[config.mk]
export PLATFORM = sky130hd
export DESIGN_NAME = systolic_pe
export DESIGN_NICKNAME = d
export VERILOG_FILES = /design/src/rtl/systolic_pkg.sv /design/src/rtl/systolic_pe_mult.sv /design/src/rtl/systolic_pe.sv
export SDC_FILE = /design/constraint.sdc
export NUM_CORES = 1
export LEC_CHECK = 0
export ABC_AREA = 1
export BUFFER_PORTS_ARGS = -buffer_cell sky130_fd_sc_hd__buf_2
export CAP_MARGIN = 15
export CORE_ASPECT_RATIO = 1.75
export CORE_MARGIN = 2
export CORE_UTILIZATION = 45
export CTS_BUF_LIST = sky130_fd_sc_hd__clkbuf_8 sky130_fd_sc_hd__clkbuf_16
export CTS_CLUSTER_SIZE = 12
export DETAILED_ROUTE_END_ITERATION = 10
export PLACE_DENSITY = 0.72
export SYNTH_ARGS = -nofsm -noshare
export SYNTH_HDL_FRONTEND = slang
export SYNTH_SLANG_ARGS = --single-unit
[constraint.sdc]
create_clock -name clk -period 1.87 [get_ports clk]
set_input_delay 0.374 -clock clk [delete_from_list [all_inputs] [get_ports clk]]
set_output_delay 0.374 -clock clk [all_outputs]
set_load 0.03 [all_outputs]
[src/rtl/systolic_pkg.sv]
// systolic_pkg: shared types and default widths for the systolic PE.
// The control FSM state enum lives here so the top and any future array
// wrapper agree on its encoding.
package systolic_pkg;

  localparam int DATA_W_DEF = 8;
  localparam int ACC_W_DEF  = 20;
  localparam int CNT_W_DEF  = 8;

  // IDLE: no group open. ACCUM: a group has started and awaits its last fire.
  typedef enum logic {
    IDLE  = 1'b0,
    ACCUM = 1'b1
  } pe_state_e;

endpackage

[src/rtl/systolic_pe_mult.sv]
// systolic_pe_mult: stage 1 of the PE pipeline.
// Registers the full-width operand product together with a valid bit and a
// last-of-group bit. SIGNED selects two's-complement or unsigned operands.
module systolic_pe_mult
  import systolic_pkg::*;
#(
  parameter int DATA_W = DATA_W_DEF,
  parameter int SIGNED = 0
) (
  input  logic                clk,
  input  logic                rst_n,
  input  logic                flush_i,
  input  logic                fire_i,
  input  logic                last_i,
  input  logic [DATA_W-1:0]   a_i,
  input  logic [DATA_W-1:0]   b_i,
  output logic [2*DATA_W-1:0] prod_o,
  output logic                prodValid_o,
  output logic                prodLast_o
);

  logic [2*DATA_W-1:0] aExt, bExt, prod_d, prod_q;
  logic                valid_q, last_q;

  // Extend both operands to the product width; the low 2*DATA_W bits of the product are then exact
  always_comb begin
    aExt = '0;
    bExt = '0;
    aExt[DATA_W-1:0] = a_i;
    bExt[DATA_W-1:0] = b_i;
    if (SIGNED != 0) begin
      for (int i = DATA_W; i < 2*DATA_W; i++) begin
        aExt[i] = a_i[DATA_W-1];
        bExt[i] = b_i[DATA_W-1];
      end
    end
    prod_d = aExt * bExt;
  end

  // Stage-1 register: a flush drops the valid bit so nothing reaches the accumulator
  always_ff @(posedge clk or negedge rst_n) begin
    if (!rst_n) begin
      prod_q  <= '0;
      valid_q <= 1'b0;
      last_q  <= 1'b0;
    end else begin
      if (fire_i) prod_q <= prod_d;
      valid_q <= fire_i & ~flush_i;
      last_q  <= fire_i & ~flush_i & last_i;
    end
  end

  assign prod_o      = prod_q;
  assign prodValid_o = valid_q;
  assign prodLast_o  = last_q;

endmodule

[src/rtl/systolic_pe.sv]
// systolic_pe: one multiply-accumulate processing element of a systolic array.
// Operands are forwarded to neighbours one cycle later; products of a group of
// k_len fires are summed and presented on acc_out with a one-cycle acc_valid.
// Optional macro SYSTOLIC_PE_SAT_EN: clamp overflowing accumulates instead of
// wrapping (ovf is set in either build).
module systolic_pe
  import systolic_pkg::*;
#(
  parameter int DATA_W = DATA_W_DEF,
  parameter int ACC_W  = ACC_W_DEF,
  parameter int CNT_W  = CNT_W_DEF,
  parameter int SIGNED = 0
) (
  input  logic              clk,
  input  logic              rst_n,
  input  logic              clear,
  input  logic [CNT_W-1:0]  k_len,
  input  logic [DATA_W-1:0] a_in,
  input  logic [DATA_W-1:0] b_in,
  input  logic              a_valid_in,
  input  logic              b_valid_in,
  output logic [DATA_W-1:0] a_out,
  output logic [DATA_W-1:0] b_out,
  output logic              a_valid_out,
  output logic              b_valid_out,
  output logic [ACC_W-1:0]  acc_out,
  output logic              acc_valid,
  output logic              busy,
  output logic              ovf
);

  pe_state_e           state_q, state_d;
  logic [CNT_W-1:0]    cnt_q, cnt_d, len_q, len_d, effLen, cntInc;
  logic                fire, lastFire;
  logic [2*DATA_W-1:0] prod;
  logic                prodValid, prodLast;
  logic [ACC_W-1:0]    acc_q, prodExt, accSum, accOut_q;
  logic [ACC_W:0]      sumWide;
  logic                accOvf, accValid_q, ovf_q;
  logic [DATA_W-1:0]   aPass_q, bPass_q;
  logic                aValidPass_q, bValidPass_q;

  assign fire   = a_valid_in & b_valid_in & ~clear;
  assign effLen = (k_len == '0) ? CNT_W'(1) : k_len;
  assign cntInc = cnt_q + CNT_W'(1);

  // FSM state register
  always_ff @(posedge clk or negedge rst_n) begin
    if (!rst_n) state_q <= IDLE;
    else        state_q <= state_d;
  end

  // FSM next state: a group opens on a non-final first fire and closes on its last fire
  always_comb begin
    state_d = state_q;
    if (clear) begin
      state_d = IDLE;
    end else if (fire) begin
      case (state_q)
        IDLE:    if (!lastFire) state_d = ACCUM;
        ACCUM:   if (lastFire)  state_d = IDLE;
        default: state_d = IDLE;
      endcase
    end
  end

  // FSM outputs: busy, last-fire detection and group length/count bookkeeping
  always_comb begin
    busy     = (state_q == ACCUM);
    lastFire = 1'b0;
    cnt_d    = cnt_q;
    len_d    = len_q;
    if (clear) begin
      cnt_d = '0;
    end else if (fire) begin
      if (state_q == IDLE) begin
        len_d    = effLen;
        lastFire = (effLen == CNT_W'(1));
        cnt_d    = lastFire ? '0 : CNT_W'(1);
      end else begin
        lastFire = (cntInc == len_q);
        cnt_d    = lastFire ? '0 : cntInc;
      end
    end
  end

  // Group counter and the length sampled on the first fire of each group
  always_ff @(posedge clk or negedge rst_n) begin
    if (!rst_n) begin
      cnt_q <= '0;
      len_q <= '0;
    end else begin
      cnt_q <= cnt_d;
      len_q <= len_d;
    end
  end

  systolic_pe_mult #(
    .DATA_W (DATA_W),
    .SIGNED (SIGNED)
  ) u_mult (
    .clk         (clk),
    .rst_n       (rst_n),
    .flush_i     (clear),
    .fire_i      (fire),
    .last_i      (lastFire),
    .a_i         (a_in),
    .b_i         (b_in),
    .prod_o      (prod),
    .prodValid_o (prodValid),
    .prodLast_o  (prodLast)
  );

  // Extend the product, add it with one guard bit, detect overflow and optionally clamp
  always_comb begin
    prodExt = '0;
    prodExt[2*DATA_W-1:0] = prod;
    if (SIGNED != 0) begin
      for (int i = 2*DATA_W; i < ACC_W; i++) prodExt[i] = prod[2*DATA_W-1];
      sumWide = {acc_q[ACC_W-1], acc_q} + {prodExt[ACC_W-1], prodExt};
      accOvf  = sumWide[ACC_W] ^ sumWide[ACC_W-1];
    end else begin
      sumWide = {1'b0, acc_q} + {1'b0, prodExt};
      accOvf  = sumWide[ACC_W];
    end
    accSum = sumWide[ACC_W-1:0];
`ifdef SYSTOLIC_PE_SAT_EN
    if (accOvf) begin
      if (SIGNED != 0)
        accSum = sumWide[ACC_W] ? {1'b1, {(ACC_W-1){1'b0}}} : {1'b0, {(ACC_W-1){1'b1}}};
      else
        accSum = '1;
    end
`endif
  end

  // Stage 2: accumulate, publish the result on the last product, clear wins over everything
  always_ff @(posedge clk or negedge rst_n) begin
    if (!rst_n) begin
      acc_q      <= '0;
      accOut_q   <= '0;
      accValid_q <= 1'b0;
      ovf_q      <= 1'b0;
    end else begin
      accValid_q <= 1'b0;
      if (clear) begin
        acc_q <= '0;
        ovf_q <= 1'b0;
      end else if (prodValid) begin
        if (accOvf) ovf_q <= 1'b1;
        if (prodLast) begin
          accOut_q   <= accSum;
          accValid_q <= 1'b1;
          acc_q      <= '0;
        end else begin
          acc_q <= accSum;
        end
      end
    end
  end

  // Operand and qualifier forwarding to neighbouring PEs
  always_ff @(posedge clk or negedge rst_n) begin
    if (!rst_n) begin
      aPass_q      <= '0;
      bPass_q      <= '0;
      aValidPass_q <= 1'b0;
      bValidPass_q <= 1'b0;
    end else begin
      aPass_q      <= a_in;
      bPass_q      <= b_in;
      aValidPass_q <= a_valid_in;
      bValidPass_q <= b_valid_in;
    end
  end

  assign a_out       = aPass_q;
  assign b_out       = bPass_q;
  assign a_valid_out = aValidPass_q;
  assign b_valid_out = bValidPass_q;
  assign acc_out     = accOut_q;
  assign acc_valid   = accValid_q;
  assign ovf         = ovf_q;

endmodule

==> results of run 1 <==
[worst max-delay path: cells and delay by family]
| family | cells | cell delay (ns) |
|---|---|---|
| AO/OA/AOI/OAI | 4 | 0.39 |
| adder cells (fa/ha/maj) | 5 | 2.28 |
| buffers and inverters | 6 | 0.34 |
| AND/OR/NAND/NOR | 4 | 0.26 |
[final cells by class]
type | instances | area [µm²]
clock buffers | 9 | 225
clock inverters | 7 | 78.8
fillers | 1299 | 5890
repair buffers | 157 | 1160
inverters | 142 | 533
multi-input cells | 636 | 4660
well taps | 186 | 233
flip-flops and latches | 95 | 2380
[cell usage after synthesis, drive strengths merged]
cell type | instances | area (µm²)
nor2 | 47 | 194
nor4 | 3 | 18.8
and2 | 1 | 6.26
o21ai | 53 | 280
a31oi | 3 | 18.8
nand3 | 67 | 345
fa | 37 | 741
a22o | 1 | 8.76
buf | 5 | 27.5
o21a | 2 | 15.0
nand3b | 5 | 37.5
inv | 141 | 529
ha | 53 | 663
clkbuf | 22 | 82.6
dfrtp | 95 | 2380
or2 | 3 | 18.8
a21oi | 36 | 184
xor2 | 4 | 35.0
clkinv | 1 | 3.75
nand4 | 12 | 75.1
o21bai | 3 | 22.5
nor3 | 6 | 35.0
xnor2 | 10 | 87.6
nand2 | 290 | 1100
[placed cells by master, fill, tap and decap left out, types with 10 or more instances in the layout]
| master | netlist | layout |
|---|---|---|
| a21oi_1 | 35 | 18 |
| a21oi_2 | 1 | 12 |
| buf_2 | 4 | 56 |
| buf_4 | 1 | 76 |
| buf_6 | 0 | 18 |
| dfrtp_1 | 95 | 95 |
| fa_1 | 37 | 33 |
| ha_1 | 53 | 28 |
| ha_4 | 0 | 21 |
| inv_1 | 141 | 122 |
| inv_2 | 0 | 20 |
| nand2_1 | 286 | 254 |
| nand2_2 | 3 | 27 |
| nand3_1 | 65 | 50 |
| nand3_2 | 2 | 15 |
| nand4_1 | 12 | 12 |
| nor2_1 | 44 | 32 |
| o21ai_0 | 48 | 26 |
| o21ai_1 | 1 | 14 |
| o21ai_2 | 4 | 10 |
[state kept, by name, summed over array words and instances, names as in the netlist]
signal and cells:
acc_valid 1, len_q 8, acc_out 20, u_mult.prodLast_o 1, acc_q 20, ovf 1
busy 1, a_valid_out 1, a_out 8, b_valid_out 1, u_mult.prodValid_o 1, b_out 8
u_mult.prod_o 16, cnt_q 8
[logic make-up (layout without fill, tap and decap cells)]
group / Yosys count / after routing
compound gates: 98 / 98
fa+ha+maj: 90 / 90
buf+inv: 169 / 315
xor+xnor: 14 / 14
simple gates: 434 / 434
flops: 95 / 95
[worst max path at each step]
stage                              to  depth (start not counted)  slack [ns]
floorplan           u_mult.prod_o[11]                         19       -1.81
global placement    u_mult.prod_o[14]                         19       -1.92
detailed placement  u_mult.prod_o[14]                         15       -2.04
CTS                 u_mult.prod_o[10]                         19       -1.58
global route        u_mult.prod_o[10]                         19       -1.74
finish              u_mult.prod_o[11]                         19       -1.54
[stage by stage]
stage / setup slack, ns / std cells / power (mW) / area (µm²) / TNS, ns
6_report: -1.54 / 1232 / 9.12 / 9270 / -16.98
5_1_grt: -1.74 / 1232 / 9.79 / 9270 / -19.81
4_1_cts: -1.58 / 1226 / 8.80 / 8900 / -16.57
3_5_place_dp: -2.04 / 1201 / 6.45 / 8170 / -23.11
3_3_place_gp: -1.92 / 1201 / 6.34 / 8170 / -21.81
2_1_floorplan: -1.81 / 900 / 5.21 / 7240 / -18.70
[routing by layer]
metal / share of wire / track usage / up-vias
met3: 0.026 / 0.0307 / 53
met2: 0.57 / 0.437 / 122
met5: 0 / 0 / -
met1: 0.36 / 0.222 / 2965
met4: 0.040 / 0.0960 / 0
li1: - / - / 3126
[power by group]
part           switching (mW)  internal [mW]
logic                    2.60           2.19
registers               0.179           2.28
clock network           0.824           1.06
[timing repair]
item	in CTS	in global routing
pin swaps	35	34
endpoints found under the setup margin	31	56
hold endpoints to repair	24	0
hold buffers	1	0
resized for setup	95	76
buffers inserted	8	8
==> results.toml, run 1 <==
[status]
status = "complete, but fails checks"
violations = "negative setup slack"

[synth]
synth_xor_area_frac = 0.0177
syn_inst = 900
synthAdderAreaFrac = 0.203
synth_top_family_by_area = "simple AND/OR/NAND/NOR gates"
postSynthAreaPerCell_um2 = 7.68
ys_warn_count = 0
synthMuxAreaShare = 0
synth_compound_area_frac = 0.0766
yosys.area_share.simple = 0.265
synth.net_count = 1019
synth_seq_cells = 95
yosysSeqAreaShare = 0.344
mappedNetlistArea_um2 = 6910
yosys.cell_types.count = 34

[setup_path]
r2r-start = "acc_q[0]"
arrival_ns = 3.64
worstSetupPathType = "in -> reg"
r2r-end = "acc_out[10]"
cp-startpoint = "b_in[4]"
rrSetupSlack_ns = -0.10
rr_worst_depth = 11
critical_path.most_common_cell = "fa_1"
crit_path_end_kind = "register"
cpMaxStageDelayCell = "fa_1"
cp_max_fo = 5
crit_path_cell_trace = "buf_8 > nand2_4 > inv_2 > fa_1 > inv_1 > fa_1 > inv_1 > fa_1 > inv_1 > fa_1 > inv_2 > ha_4 > nand2_4 > o21ai_4 > a21oi_2 > o21ai_2 > nand2_1 > nand2_1 > o21ai_1"
slowest_delay_ns = 0.53
critical_path_required_ns = 2.10
critPathLaunchType = "input port"

[grt]
grt_usage = 0.220
antenna_found_initial = 0
grt_overflow = 0
grt_max_degree = 42
grt_pass1_vias = 6570
grt_pass1_wl_mm = 29.4

[cts]
h-tree-depth = 3
cts_tree = "yes"
clockRootBuffer = "clkbuf_16"
cts_num_sinks = 95
clk_pin_slew_ns = 0.06
clock_path_buffers = 2
clk_latency_ns = 0.35
cts_made_buffers = 9

[die]
die_y_um = 168
fp.coreArea_um2 = 15200
start_util = 0.456
die_w_um = 97.7
rows = 60
fp.dieArea_um2 = 16400
io-pin-count = 70

[hold_path]
hold_class = "in -> reg"
whs_endpoint = "b_valid_out"
hold_start = "b_valid_in"
hold_depth = 1

[timing]
holdWs_ns = 0.164
clock.fmax_mhz = 293
slew_headroom = 0.649
setup_viol = 19
period_minus_slack_ns = 3.41
hold_viol = 0
fin_crit_sh = 1.82
rsz0062_at_grt = "true"
drv_slew = 0
worst_pin_slew_ns = 0.523
setup_ws_ns = -1.54
finClkSkew_ns = 0.0125

[detailed_routing]
drc = 0
dr.pass1.iters = 4
wire_per_inst_um = 14.3
drt_iter0_markers = 343
via_per_inst = 5.09
ant_nets = 0
vias = 6266
routed_wl_mm = 17.6

[power]
power_density_nw_per_um2 = 984
p_leak_nw = 4.89
ir_worst_vdd_mv = 0.560

[cells_and_area]
syn_to_final_growth_pct = 34.2
nets = 1160
drive_gt1_frac = 0.316
fin_util = 0.611
diodes = 0

[placed_design]
globalplace.congestion = 0.909
portBuffers = 69
hpwl_mm = 13.5

[run]
max_cap_viol_count = 0
Note: power is estimated with default switching activity, not from simulation.
==> run 2, diff against run 1 <==
--- a/config.mk
+++ b/config.mk
@@ -9,12 +9,12 @@
 export BUFFER_PORTS_ARGS = -buffer_cell sky130_fd_sc_hd__buf_2
 export CAP_MARGIN = 15
 export CORE_ASPECT_RATIO = 1.75
-export CORE_MARGIN = 2
-export CORE_UTILIZATION = 45
+export CORE_MARGIN = 4
+export CORE_UTILIZATION = 50
 export CTS_BUF_LIST = sky130_fd_sc_hd__clkbuf_8 sky130_fd_sc_hd__clkbuf_16
 export CTS_CLUSTER_SIZE = 12
 export DETAILED_ROUTE_END_ITERATION = 10
-export PLACE_DENSITY = 0.72
+export PLACE_DENSITY = 0.78
 export SYNTH_ARGS = -nofsm -noshare
 export SYNTH_HDL_FRONTEND = slang
 export SYNTH_SLANG_ARGS = --single-unit
==> run 2 against run 1 <==
  * The run still ends with negative setup slack left
  * Core utilization rose by 9.8 points
  * Clock-buffer cell count is the same
  * Sequential power is 2% higher
  * Setup slack worse by 0.19 ns
  * Critical path type unchanged
  * Die area is 3.4% lower
  * Sequential cell count stayed put
  * Clock skew decreased by 0.0044 ns
  * Register-to-register slack barely moved
  * First-iteration DRC count increased by 27%
  * Critical path depth did not move
  * Global-route usage is 1.6 points higher
==> results.toml, run 2 (synthesis gave the netlist of run 1 again) <==
[detailed_routing]
ant_nets = 0
dr.pass1.iters = 8
drt_iter0_markers = 434
vias = 6837
drc = 0
wire_per_inst_um = 17.6
via_per_inst = 5.60
routed_wl_mm = 21.5

[cells_and_area]
final_common_cell = "nand2_1"
final_cell_mix = "243 x nand2_1, 121 x inv_1, 93 x dfrtp_1"
drive_gt1_frac = 0.348
diodes = 0
nets = 1161
final_area_um2 = 9550
fillers = 956
multiInputGateArea_um2 = 4920
syn_to_final_growth_pct = 38.2
seqCellArea_um2 = 2380
fin_util = 0.710

[run]
max_cap_viol_count = 0

[timing]
hold_viol = 0
slew_headroom = 0.724
fin_crit_sh = 1.92
finalSetupTns_ns = -18.57
period_minus_slack_ns = 3.60
finClkSkew_ns = 0.00810
clock.fmax_mhz = 278
rsz0062_at_grt = "true"
drv_slew = 0
setup_ws_ns = -1.73
holdWs_ns = 0.156
setup_viol = 31
worst_pin_slew_ns = 0.410

[cts]
clockRootBuffer = "clkbuf_16"
cts_num_sinks = 95
cts_made_buffers = 9
clock_path_buffers = 2
clk_pin_slew_ns = 0.07
cts_tree = "yes"
clk_latency_ns = 0.35
h-tree-depth = 3

[status]
status = "complete, but fails checks"
violations = "negative setup slack"

[hold_path]
hold_class = "in -> reg"
hold_start = "b_valid_in"

[grt]
antenna_found_initial = 0
grt_pass1_wl_mm = 30.3
grt_max_degree = 35
grt_pass1_vias = 6685
grt_overflow = 0
grt_usage = 0.236

[setup_path]
critPathLaunchType = "input port"
cp-startpoint = "a_in[4]"
worstSetupPathType = "in -> reg"
cp_max_fo = 7
r2r-start = "u_mult.prod_o[0]"
critical_path_required_ns = 2.11
arrival_ns = 3.84
crit_path_end_kind = "register"

[power]
power_density_nw_per_um2 = 1030
ir_worst_vdd_mv = 0.734
p_leak_nw = 4.95

[die]
fp.dieArea_um2 = 15800
io-pin-count = 70
fp.coreArea_um2 = 13500
die_y_um = 164
start_util = 0.514
die_w_um = 96.9
rows = 56

[placed_design]
dpl_worst_slack_ns = -2.04
postPlaceCellArea_um2 = 8130
globalplace.congestion = 0.963
hpwl_mm = 13.5
portBuffers = 69
run 2: cell count changes in the layout (fill, tap and decap cells not counted), moves of 5 or more:
cell / change
nand2_1: -11
buf_4: -6
ha_4: +8
buf_6: +7
nand2_4: +5
nand2_2: +6
ha_1: -6
run 2: what timing repair did:
| action | 4_1_cts | 5_1_grt |
|---|---|---|
| hold endpoints to repair | 11 | 0 |
| setup endpoints to repair | 30 | 51 |
| setup buffers | 6 | 15 |
| gates resized for setup | 89 | 142 |
| pin swaps | 45 | 66 |
| hold buffers | 1 | 0 |
run 2: area by class of cell:
class | instances | share of cell area
multi-input combinational | 636 | 0.515
sequential | 95 | 0.249
timing repair buffer | 158 | 0.128
inverter | 142 | 0.0558
clock buffer | 9 | 0.0236
tap | 174 | 0.0228
clock inverter | 7 | 0.00524
run 2: routing by layer:
layer,GRT usage,vias to the layer above,routed length (µm)
met5,0,-,0
met4,0.135,0,1460
met3,0.0385,135,1040
met2,0.453,314,11800
met1,0.237,3270,7200
li1,-,3118,-
run 2: through the flow:
stage	total power, mW	instances
after global placement	6.24	1185
after floorplan	5.21	900
final	9.88	1221
after global routing	10.4	1221
after detailed placement	6.37	1185
after CTS	8.67	1208
run 2: power by group:
group | switching [mW] | total (mW) | internal (mW)
clock | 0.836 | 1.74 | 0.904
combinational | 3.12 | 5.63 | 2.51
sequential | 0.238 | 2.51 | 2.28
run 2: path summary, 6_finish.rpt:
| kind | endpoint | slack [ns] | cells past startpoint |
|---|---|---|---|
| setup / recovery | u_mult.prod_o[10] | -1.73 | 19 |
| hold / removal | b_valid_out | 0.16 | 1 |
| setup reg to reg | acc_out[12] | -0.10 | 10 |
| hold reg to reg | acc_out[10] | 0.47 | 2 |
| max in group asynchronous | acc_out[15] | 0.91 | 3 |
| min in group asynchronous | a_out[1] | 0.42 | 2 |
run 2: worst max-delay path, cell delays in order:
cell and delay (ns):
buf_6 0.11, nand2_1 0.11, inv_2 0.05, fa_1 0.49, inv_1 0.05, fa_1 0.48
inv_1 0.05, fa_1 0.48, inv_1 0.05, fa_1 0.49, inv_2 0.05, ha_4 0.31
nand2_4 0.09, o21ai_2 0.17, a21oi_2 0.06, o21ai_1 0.17, nand2_1 0.08, nand2_1 0.10
o21ai_2 0.07
==> run 3, diff against run 2 <==
--- a/config.mk
+++ b/config.mk
@@ -5,16 +5,15 @@
 export SDC_FILE = /design/constraint.sdc
 export NUM_CORES = 1
 export LEC_CHECK = 0
-export ABC_AREA = 1
-export BUFFER_PORTS_ARGS = -buffer_cell sky130_fd_sc_hd__buf_2
-export CAP_MARGIN = 15
+export ABC_AREA = 0
 export CORE_ASPECT_RATIO = 1.75
 export CORE_MARGIN = 4
 export CORE_UTILIZATION = 50
 export CTS_BUF_LIST = sky130_fd_sc_hd__clkbuf_8 sky130_fd_sc_hd__clkbuf_16
 export CTS_CLUSTER_SIZE = 12
 export DETAILED_ROUTE_END_ITERATION = 10
-export PLACE_DENSITY = 0.78
+export DONT_BUFFER_PORTS = 1
+export PLACE_DENSITY = 0.74
 export SYNTH_ARGS = -nofsm -noshare
 export SYNTH_HDL_FRONTEND = slang
 export SYNTH_SLANG_ARGS = --single-unit
==> run 3 against run 2 <==
  * The run ends with negative hold slack, negative setup slack left
  * Combinational power down 23%
  * Critical path depth down 3
  * Cell area down 12%
  * Register-to-register slack worse by 0.25 ns
  * First-iteration DRC count down 44%
  * Global-route usage up 1.4 points
  * Sequential power about the same
  * Total power down 12%
  * Fmax down 3.7%
  * Wire length down 18%
  * Hold slack worse by 0.44 ns
  * Clock power up 2%
  * Largest cell class unchanged
==> results.toml, run 3 <==
[grt]
grt_pass1_vias = 5852
grt_pass1_wl_mm = 28.7
grt_max_degree = 96
antenna_found_initial = 0
grt_usage = 0.250
grt_overflow = 0

[timing]
rsz0062_at_grt = "true"
worst_pin_slew_ns = 0.501
hold_viol = 95
slew_headroom = 0.665
finClkSkew_ns = 0.00679
clock.fmax_mhz = 268
setup_ws_ns = -1.87
period_minus_slack_ns = 3.74
fin_crit_sh = 2.00
drv_slew = 0
holdWs_ns = -0.283
setup_viol = 48
finalSetupTns_ns = -25.25

[synth]
ys_warn_count = 0
syn_inst = 672
yosysSeqAreaShare = 0.368
synth_common_cells = "106 x nand2_1, 95 x dfrtp_1, 64 x inv_1"
synth_seq_cells = 95
async_flop_share = 1.00
yosys.area.top_type = "dfrtp_1"
synthFlopType = "dfrtp_1"
postSynthAreaPerCell_um2 = 9.62
synth.net_count = 791
synth_top_area_share = 0.368
synth_area_leaders = "dfrtp_1 37%, fa_1 11%, ha_1 10%"
yosys.cell_types.count = 62
synth.most_common_cell = "nand2_1"
synth_edf_count = 0
mappedNetlistArea_um2 = 6470

[setup_path]
critPathLaunchType = "input port"
crit_path_end_kind = "register"
rrSetupSlack_ns = -0.35
rr_worst_depth = 8
critical_path.most_common_cell = "fa_1"
critical_path_required_ns = 2.10
arrival_ns = 3.97
cp_max_fo = 9
slowest_delay_ns = 0.53
crit_path_cell_trace = "and2_4 > fa_1 > inv_1 > fa_1 > inv_1 > fa_1 > inv_1 > fa_1 > inv_2 > ha_4 > o21ai_2 > a21oi_2 > o21ai_2 > o221ai_2 > or3_1 > a32o_1"
r2r-start = "cnt_q[0]"
worstSetupPathType = "in -> reg"
cpMaxStageDelayCell = "fa_1"
r2r-end = "cnt_q[0]"

[status]
violations = "negative hold slack, negative setup slack"
status = "complete, but fails checks"

[cells_and_area]
fillers = 933
final_common_cell = "nand2_1"
seqCellArea_um2 = 2380
final_cell_mix = "100 x nand2_1, 94 x dfrtp_1, 83 x buf_4"
nets = 887
final_area_um2 = 8420
syn_to_final_growth_pct = 30.2
multiInputGateArea_um2 = 4480
drive_gt1_frac = 0.313
diodes = 0
finalNonFillerCells = 939

[detailed_routing]
drc = 0
ant_nets = 0
via_per_inst = 5.61
drt_iter0_markers = 243
dr.pass1.iters = 4
vias = 5272
routed_wl_mm = 17.7
wire_per_inst_um = 18.8

[cts]
cts_made_buffers = 9
cts_num_sinks = 95
clk_pin_slew_ns = 0.07
clockRootBuffer = "clkbuf_16"
h-tree-depth = 3
clk_latency_ns = 0.34
clock_path_buffers = 2
cts_tree = "yes"

[die]
io-pin-count = 70
fp.coreArea_um2 = 12600
die_y_um = 158
die_w_um = 94.0
fp.dieArea_um2 = 14900
rows = 54
start_util = 0.515

[power]
p_int_mw = 5.51
switchingPower_mw = 3.16
p_leak_nw = 3.94
comb_power_share = 0.504
ir_worst_vdd_mv = 0.568
sw_frac_of_total = 0.364
clockPowerShare = 0.206
p_seq_frac = 0.290
power_density_nw_per_um2 = 1030
finalPower_mw = 8.66

[placed_design]
dp.cells = 918
globalplace.congestion = 0.957
portBuffers = 0
postPlaceCellArea_um2 = 7460
hpwl_mm = 13.5

[hold_path]
hold_class = "in -> async"

[run]
max_cap_viol_count = 0
==> run 3: cell families after synthesis <==
logic type | count (synthesis) | synth area share
AND/OR/NAND/NOR | 224 | 0.166
AO/OA/AOI/OAI | 141 | 0.139
flip-flops | 95 | 0.368
adder cells (fa/ha/maj) | 90 | 0.217
buffers and inverters | 80 | 0.0515
XOR/XNOR | 34 | 0.0460
multiplexers | 8 | 0.0135
==> run 3: worst max path at each step <==
stage          cells after the start    start                end  slack (ns)
5_1_grt                           16  b_in[2]  u_mult.prod_o[15]       -1.96
4_1_cts                           16  b_in[2]  u_mult.prod_o[15]       -1.87
3_5_place_dp                      16  b_in[2]  u_mult.prod_o[15]       -2.35
6_report                          16  b_in[2]  u_mult.prod_o[15]       -1.87
3_3_place_gp                      16  b_in[2]  u_mult.prod_o[15]       -2.27
2_1_floorplan                     16  b_in[2]  u_mult.prod_o[15]       -2.15
==> run 3: routing by layer <==
layer | share of wire | global-route usage
met1 | 0.33 | 0.236
met2 | 0.57 | 0.486
met3 | 0.040 | 0.0463
met4 | 0.066 | 0.152
met5 | 0 | 0
==> run 3: timing repair <==
item	in CTS	in global routing
pin swaps	47	49
setup buffers	9	5
gates resized for setup	101	55
hold endpoints to repair	95	95
setup endpoints to repair	52	53
gates cloned	0	0
==> run 3: final cells by class <==
| type | count | share of cell area |
|---|---|---|
| multi-input cells | 497 | 0.532 |
| inverters | 64 | 0.0285 |
| repair buffers | 101 | 0.0991 |
| flip-flops and latches | 95 | 0.282 |
| clock buffers | 9 | 0.0267 |
| clock inverters | 5 | 0.00624 |
| well taps | 168 | 0.0250 |
==> run 3: critical path: cells and delay by family <==
family	cells	cell delay [ns]
and+or+nand+nor	2	0.50
adders and majority gates	5	2.20
buffers and inverters	4	0.20
AOI/OAI and AO/OA	5	0.70
==> run 3: power by group through the flow <==
stage,clock [mW],sequential (mW),combinational (mW)
5_1_grt,1.90,2.54,4.77
4_1_cts,1.81,2.51,3.93
3_5_place_dp,0,2.53,3.43
6_report,1.78,2.51,4.36
2_1_floorplan,0,2.47,2.13
3_3_place_gp,0,2.53,3.27
==> run 3: through the flow <==
step	setup slack, ns	utilization
6_report	-1.87	0.670
5_1_grt	-1.96	0.670
4_1_cts	-1.87	0.652
3_5_place_dp	-2.35	0.594
3_3_place_gp	-2.27	0.594
2_1_floorplan	-2.15	-
